File: src/rtl/dnn_pkg.sv
// Shared types and constants for the dnn_seq control sequencer.
// Holds the FSM state enum, the core weight-memory depth and the fixed
// strobe latencies measured from the bias cycle.
package dnn_pkg;

  localparam int unsigned F_SIZE  = 1024;
  localparam int unsigned RA_W    = $clog2(F_SIZE);

  // Latency of each derived strobe, counted in cycles after `bias`.
  localparam int unsigned UPD_LAT = 2;
  localparam int unsigned NRM_LAT = 3;
  localparam int unsigned OUT_LAT = 4;

  typedef enum logic [2:0] {
    IDLE,
    INIT,
    EXEC,
    BIAS,
    DRAIN
  } seq_state_t;

endpackage

File: src/rtl/dnn_seq_if.sv
// Control/status bundle between the batch requester and dnn_seq.
// master: requester (drives start/n_in/n_batch, observes the rest).
// slave : sequencer (samples the request, drives strobes, ra, status).
interface dnn_seq_if
  import dnn_pkg::*;
#(
  parameter int unsigned BW = 16
) ();

  logic            start;
  logic [RA_W-1:0] n_in;
  logic [BW-1:0]   n_batch;
  logic            busy;
  logic            done;
  logic            init;
  logic            exec;
  logic            bias;
  logic            update;
  logic [RA_W-1:0] ra;
  logic [BW-1:0]   sample;
  logic            norm_en;
  logic            out_valid;
  logic [BW-1:0]   out_idx;

  modport master (
    output start, n_in, n_batch,
    input  busy, done, init, exec, bias, update, ra, sample,
           norm_en, out_valid, out_idx
  );

  modport slave (
    input  start, n_in, n_batch,
    output busy, done, init, exec, bias, update, ra, sample,
           norm_en, out_valid, out_idx
  );

endinterface

File: src/rtl/dnn_delay.sv
// Fixed-depth shift register with synchronous active-high clear.
// Ports: clk, reset, d_i (W bits in), q_o (d_i delayed by DEPTH cycles).
module dnn_delay #(
  parameter int unsigned W     = 1,
  parameter int unsigned DEPTH = 1
) (
  input  logic         clk,
  input  logic         reset,
  input  logic [W-1:0] d_i,
  output logic [W-1:0] q_o
);

  logic [DEPTH-1:0][W-1:0] sr_q;

  // Stage 0 takes the input; higher stages move one step per cycle.
  if (DEPTH > 1) begin : g_multi
    always_ff @(posedge clk) begin
      if (reset) sr_q <= '0;
      else       sr_q <= {sr_q[DEPTH-2:0], d_i};
    end
  end else begin : g_single
    always_ff @(posedge clk) begin
      if (reset) sr_q <= '0;
      else       sr_q <= d_i;
    end
  end

  assign q_o = sr_q[DEPTH-1];

endmodule

File: src/rtl/dnn_seq.sv
// Batch control sequencer for one tiny_dnn_core + normalize pair.
// Per sample: INIT (1) -> EXEC (n_in, ra 0..n_in-1) -> BIAS (1); the bias
// strobe is then delayed to produce update / norm_en / out_valid / done.
// Ports: clk, reset (sync, active high), bus (dnn_seq_if.slave).
module dnn_seq
  import dnn_pkg::*;
#(
  parameter int unsigned BW = 16
) (
  input  logic      clk,
  input  logic      reset,
  dnn_seq_if.slave  bus
);

  seq_state_t      state_q, state_d;
  logic [RA_W-1:0] n_in_q, n_in_d;
  logic [RA_W-1:0] ra_q, ra_d;
  logic [BW-1:0]   n_batch_q, n_batch_d;
  logic [BW-1:0]   sample_q, sample_d;
  logic            busy_q, init_q, exec_q, bias_q;

  logic            last_c;
  logic [1:0]      upd_v, nrm_v, out_v;
  logic [BW-1:0]   idx;

  // Next-state, counter and config-latch logic.
  always_comb begin
    state_d   = state_q;
    n_in_d    = n_in_q;
    n_batch_d = n_batch_q;
    sample_d  = sample_q;
    ra_d      = '0;
    unique case (state_q)
      IDLE: begin
        if (bus.start && (bus.n_batch != '0)) begin
          n_in_d    = bus.n_in;
          n_batch_d = bus.n_batch;
          sample_d  = '0;
          state_d   = INIT;
        end
      end
      INIT: begin
        state_d = (n_in_q != '0) ? EXEC : BIAS;
      end
      EXEC: begin
        if (ra_q == RA_W'(n_in_q - RA_W'(1))) state_d = BIAS;
        else                                  ra_d    = RA_W'(ra_q + RA_W'(1));
      end
      BIAS: begin
        if (sample_q != BW'(n_batch_q - BW'(1))) begin
          sample_d = BW'(sample_q + BW'(1));
          state_d  = INIT;
        end else begin
          state_d  = DRAIN;
        end
      end
      DRAIN: begin
        // out_v[1] is the delayed last-sample flag, i.e. the done pulse.
        if (out_v[1]) state_d = IDLE;
      end
      default: state_d = IDLE;
    endcase
  end

  // State, counters and strobes, all registered from next-state values.
  always_ff @(posedge clk) begin
    if (reset) begin
      state_q   <= IDLE;
      n_in_q    <= '0;
      n_batch_q <= '0;
      sample_q  <= '0;
      ra_q      <= '0;
      busy_q    <= 1'b0;
      init_q    <= 1'b0;
      exec_q    <= 1'b0;
      bias_q    <= 1'b0;
    end else begin
      state_q   <= state_d;
      n_in_q    <= n_in_d;
      n_batch_q <= n_batch_d;
      sample_q  <= sample_d;
      ra_q      <= ra_d;
      busy_q    <= (state_d != IDLE);
      init_q    <= (state_d == INIT);
      exec_q    <= (state_d == EXEC);
      bias_q    <= (state_d == BIAS);
    end
  end

  // Tag the bias of the final sample so done lands on its out_valid.
  assign last_c = bias_q && (sample_q == BW'(n_batch_q - BW'(1)));

  // Strobe line {last, bias}, tapped at UPD_LAT, NRM_LAT and OUT_LAT.
  dnn_delay #(.W(2), .DEPTH(UPD_LAT)) u_dly_upd (
    .clk   (clk),
    .reset (reset),
    .d_i   ({last_c, bias_q}),
    .q_o   (upd_v)
  );

  dnn_delay #(.W(2), .DEPTH(NRM_LAT - UPD_LAT)) u_dly_nrm (
    .clk   (clk),
    .reset (reset),
    .d_i   (upd_v),
    .q_o   (nrm_v)
  );

  dnn_delay #(.W(2), .DEPTH(OUT_LAT - NRM_LAT)) u_dly_out (
    .clk   (clk),
    .reset (reset),
    .d_i   (nrm_v),
    .q_o   (out_v)
  );

  // Sample index travelling alongside the strobe line.
  dnn_delay #(.W(BW), .DEPTH(OUT_LAT)) u_dly_idx (
    .clk   (clk),
    .reset (reset),
    .d_i   (sample_q),
    .q_o   (idx)
  );

  assign bus.busy      = busy_q;
  assign bus.init      = init_q;
  assign bus.exec      = exec_q;
  assign bus.bias      = bias_q;
  assign bus.ra        = ra_q;
  assign bus.sample    = sample_q;
  assign bus.update    = upd_v[0];
  assign bus.norm_en   = nrm_v[0];
  assign bus.out_valid = out_v[0];
  assign bus.done      = out_v[1];
  assign bus.out_idx   = idx;

endmodule

File: src/flat_wrapper.sv
// flat-port wrapper written by rule: the top's interface ports become plain ports
module dnn_seq_flat import dnn_pkg::*;
#(
  parameter int unsigned BW = 16
)
  (clk, reset, bus_start, bus_n_in, bus_n_batch, bus_busy, bus_done, bus_init, bus_exec, bus_bias, bus_update, bus_ra, bus_sample, bus_norm_en, bus_out_valid, bus_out_idx);
  dnn_seq_if #(.BW(BW)) bus_i ();
  input  logic clk;
  input  logic reset;
  input wire logic [$bits(bus_i.start)-1:0] bus_start;
  input wire logic [$bits(bus_i.n_in)-1:0] bus_n_in;
  input wire logic [$bits(bus_i.n_batch)-1:0] bus_n_batch;
  output wire logic [$bits(bus_i.busy)-1:0] bus_busy;
  output wire logic [$bits(bus_i.done)-1:0] bus_done;
  output wire logic [$bits(bus_i.init)-1:0] bus_init;
  output wire logic [$bits(bus_i.exec)-1:0] bus_exec;
  output wire logic [$bits(bus_i.bias)-1:0] bus_bias;
  output wire logic [$bits(bus_i.update)-1:0] bus_update;
  output wire logic [$bits(bus_i.ra)-1:0] bus_ra;
  output wire logic [$bits(bus_i.sample)-1:0] bus_sample;
  output wire logic [$bits(bus_i.norm_en)-1:0] bus_norm_en;
  output wire logic [$bits(bus_i.out_valid)-1:0] bus_out_valid;
  output wire logic [$bits(bus_i.out_idx)-1:0] bus_out_idx;
  assign bus_i.start = bus_start;
  assign bus_i.n_in = bus_n_in;
  assign bus_i.n_batch = bus_n_batch;
  assign bus_busy = bus_i.busy;
  assign bus_done = bus_i.done;
  assign bus_init = bus_i.init;
  assign bus_exec = bus_i.exec;
  assign bus_bias = bus_i.bias;
  assign bus_update = bus_i.update;
  assign bus_ra = bus_i.ra;
  assign bus_sample = bus_i.sample;
  assign bus_norm_en = bus_i.norm_en;
  assign bus_out_valid = bus_i.out_valid;
  assign bus_out_idx = bus_i.out_idx;
  dnn_seq #(.BW(BW)) u_core (.clk(clk), .reset(reset), .bus(bus_i));
endmodule
File: config.mk
export PLATFORM = sky130hd
export DESIGN_NAME = dnn_seq_flat
export DESIGN_NICKNAME = d
export VERILOG_FILES = /design/src/rtl/dnn_pkg.sv /design/src/rtl/dnn_seq_if.sv /design/src/rtl/dnn_delay.sv /design/src/rtl/dnn_seq.sv /design/src/flat_wrapper.sv
export SDC_FILE = /design/constraint.sdc
export NUM_CORES = 1
export LEC_CHECK = 0
export CORE_MARGIN = 2
export CORE_UTILIZATION = 35
export DETAILED_ROUTE_END_ITERATION = 6
export DONT_BUFFER_PORTS = 1
export SYNTH_ARGS = -nofsm -noshare
export SYNTH_HDL_FRONTEND = slang
export SYNTH_SLANG_ARGS = --single-unit
File: constraint.sdc
create_clock -name clk -period 3.4 [get_ports clk]
set_input_delay 0.68 -clock clk [delete_from_list [all_inputs] [get_ports clk]]
set_output_delay 0.68 -clock clk [all_outputs]
set_load 0.01 [all_outputs]
==> results.txt <==
The H-tree depth is 4. The met2 track demand over resource in global routing is 22.5%, and the total area of multi-input combinational cells is 0.00258 mm2. TritonCTS built the clock tree.

The aggregate global-route resource usage was 15.0%; the global-route wire length before repair was 19400 um. In this run the power density over the cells is 624 mW/mm2. Summed over all layers, the routed wires come to 12200 um. The largest single stage delay on the critical path is 620 ps.

The largest individual stage delay along the critical path comes from the cell sky130_fd_sc_hd__or4_1. The signal on the critical path passes through or4_1 -> or4_4 -> a2111oi_4 -> nand4_2 -> or4_1 -> nand2_1 -> and4_1. The tools report the count of cells resized by post-cts repair as 0. After synthesis, the netlist uses 60 different library cells. The tools report the via count of the first global-routing pass as 3652. Setup total negative slack on the finished layout was measured at 0 ps. A synthesized cell averages 9.54 um2. Internal power comes to 2.80 mW. The final weighted congestion of routability-driven global placement came out at 0.848. The total CTS buffers was 17. In this run the worst path has a maximum fanout of 11. By area the synthesized netlist is led by sky130_fd_sc_hd__dfxtp_1 (48%), sky130_fd_sc_hd__nor2b_1 (8.1%), sky130_fd_sc_hd__mux2i_1 (5.6%). The gate count of the mapped netlist is 578, and the count of buffers added by post-CTS timing repair for setup is 0. Counting every sink on the clock net gives 131.

The share of total power in combinational logic was 10.6%. For the number of hold violations in the final report, the log shows 0. The area added between synthesis and finish works out to 11.8%. Between clock sinks in the finished design, the worst skew comes to 11.9 ps.

The overall power consumption was 3.85 mW; the number of buffers inserted for hold repair after clock tree synthesis was 0. The flow ran to the end, and the final reports show no timing, DRC or antenna violations. Port buffering added 0 buffers. Worst hold slack: 333 ps. At the later pin of the worst-skew pair, clock insertion delay measures 420 ps. The first routing iteration left 292 violations.

The core region is 0.0153 mm2. The run gives 383 uV as the largest voltage drop on the vdd net. The final layout net count is 588, and the final routed wire length divided by cell count is 15.6 um.

The Yosys step of the flow raised 0 warnings. Setup repair after global routing left no endpoint under its margin. The max-slew headroom at the worst pin was 34.4%; the clock transition at the registers of the reported paths was 70 ps. At the worst endpoint, the arrival time is 3590 ps. For the iteration count of the initial detailed-routing pass, the log shows 4.

The tools report the relative contribution of sequential cells to total power as 42.7%. The met3 track utilization from global routing came out at 5.82%. The floorplan step set the die width to 130 um. The number of violations of the max-capacitance limit is 0. Ranked by instance count, the synthesized netlist is headed by sky130_fd_sc_hd__dfxtp_1 (131), sky130_fd_sc_hd__nor2b_1 (71), sky130_fd_sc_hd__nor2_1 (50). Cell repeated most along the worst path: sky130_fd_sc_hd__or4_1. Broken down by cell family, the worst path's largest delay share belongs to simple AND/OR/NAND/NOR gates. The global routing stage identified its most utilized layer as met2.

The largest total area in the synthesized netlist belongs to sky130_fd_sc_hd__dfxtp_1. The wire-length estimate of the detail-placed layout is 8410 um. STA classifies the critical path endpoint as a flip-flop.

The max-slew violation total from the final report was 0; the total setup violations reported at the end of the flow was 0. The tools report the startpoint type of the worst setup path as a flip-flop. The repair_antennas step left the layout with diodes totalling 0. Among all flip-flop cells after synthesis, the most frequent one is sky130_fd_sc_hd__dfxtp_1. Summing the sequential cell areas from Yosys gives 47.5% of the chip area.

The tools report the part of the total power dissipated in the clock network as 46.6%. sky130_fd_sc_hd__dfxtp_1 is the most common cell in the netlist. Share of synthesized flip-flops with an asynchronous set or reset: 0%. The cell area after technology mapping came out at 0.00552 mm2.

In the finished design, the share of the clock period the worst path needs comes to 95.1%. At the worst endpoint, the required time is 3760 ps. The floorplan step defined a die boundary enclosing 0.0168 mm2. The routed layout has 3869 vias. In this run the clock root is driven by a sky130_fd_sc_hd__clkbuf_16.

Switching share of total power: 27.1%. For the routing usage on met1, the log shows 19.5%. The maximum number of pins on one net before global-route repair was 108; the register area was 0.00262 mm2.

The class of the tightest hold or removal check is input pin to flip-flop. No sink is reached through more buffers than the 2 on the longest clock path. For this design the top-level I/O count stands at 79.

The post-synthesis register bit count was 131; the post-layout instance area was 0.00617 mm2. Summing all placed instances gives a cell area of 0.00558 mm2. Yosys mapped a number of flops with a built-in enable equal to 0.

The leakage power of the design was 2.30 nW. The post-synthesis net count is 611, and the mean number of vias per cell is 4.97. In this run the power spent charging and discharging nets is 1.04 mW. The initial utilization of the core area, before any placement, comes to 36.0%. For the pin with the worst max-slew slack, the measured transition is 984 ps.

The worst setup path is of the flip-flop to flip-flop kind. For the number of routed nets with antenna violations, the log shows 0. The run gives 0 as the global-route congestion overflow total.

The ratio of cells with drive above 1 in the final layout is 9.51%, and the number of antenna violations at the first check in global routing is 0. Vertical extent of the die: 130 um. Counting the fill cells in the layout gives 1518. Static timing analysis puts the maximum clock frequency at 309 MHz. The floorplan has 45 rows.

The buffers plus inverters on the worst setup path is 0. Setup slack on the worst reg-to-reg path comes out at 170 ps. The residual DRC count came out at 0.

The minimum period implied by the final worst setup slack was 3230 ps. The proportion of netlist area held by the largest area contributor works out to 47.5%.
==> per-layer routing <==
metal  wire length [um]  share of wire [%]  up-vias
met5                  0                  0        -
met4                182                1.5        0
met3                933                7.7       15
met2               5400                 44      122
met1               5680                 47     1793
li1                   -                  -     1939
==> worst paths after layout <==
kind / start / endpoint / cells after the start
worst min register to register: u_core.u_dly_idx.sr_q[31] / u_core.u_dly_idx.sr_q[47] / 1
worst max-delay path: u_core.n_batch_q[6] / u_core.bus.exec / 7
worst min-delay path: reset / u_core.u_dly_idx.q_o[15] / 1
worst max register to register: u_core.n_batch_q[6] / u_core.bus.exec / 7
==> cell type report <==
type / count / area share (%)
Clock buffer: 18 / 7.12
Clock inverter: 14 / 2.39
Inverter: 8 / 0.487
Multi-Input combinational cell: 386 / 41.9
Sequential cell: 131 / 42.5
Tap cell: 211 / 4.28
Timing Repair Buffer: 11 / 1.34
==> power by group through the flow <==
stage	registers, mW	clock network, mW	logic, mW
4_1_cts	1.64	1.83	0.408
3_5_place_dp	1.68	0	0.404
3_3_place_gp	1.68	0	0.397
2_1_floorplan	1.64	0	0.368
6_report	1.64	1.79	0.409
5_1_grt	1.65	1.90	0.451
==> through the flow <==
stage               setup slack, ps  util [%]  std cells
global placement                262      36.4        747
finish                          168      40.3        779
floorplan                       450         -        578
CTS                             197      40.3        779
global route                   14.0      40.3        779
detailed placement              218      36.4        747
==> cells in the final DEF, fill, tap and decap left out, drive strengths merged, types with 15 or more instances in the layout <==
cell type and n:
clkbuf 18, dfxtp 131, mux2i 31, nand2 26, nand3 15, nor2 50, nor2b 71, xnor2 25
==> flip-flops by register name, indices dropped and copies added (netlist names), 2 cells and up <==
signal,flops
u_core.u_dly_upd.q_o,2
u_core.u_dly_nrm.q_o,2
u_core.u_dly_upd.sr_q,2
u_core.bus.ra,10
u_core.n_batch_q,16
u_core.u_dly_out.q_o,2
u_core.state_q,3
u_core.u_dly_idx.sr_q,48
u_core.n_in_q,10
u_core.bus.sample,16
u_core.u_dly_idx.q_o,16
==> logic make-up (layout without fill, tap and decap cells) <==
logic type | after synthesis | count (layout) | share of synthesized area [%]
XOR/XNOR | 39 | 39 | 6.19
AND/OR/NAND/NOR | 253 | 253 | 26.1
adder cells (fa/ha/maj) | 4 | 4 | 0.907
buffers and inverters | 61 | 51 | 5.65
flip-flops | 131 | 131 | 47.5
multiplexers | 31 | 31 | 5.62
AO/OA/AOI/OAI | 59 | 59 | 8.01
No activity file was read; power rests on OpenSTA's default activity.
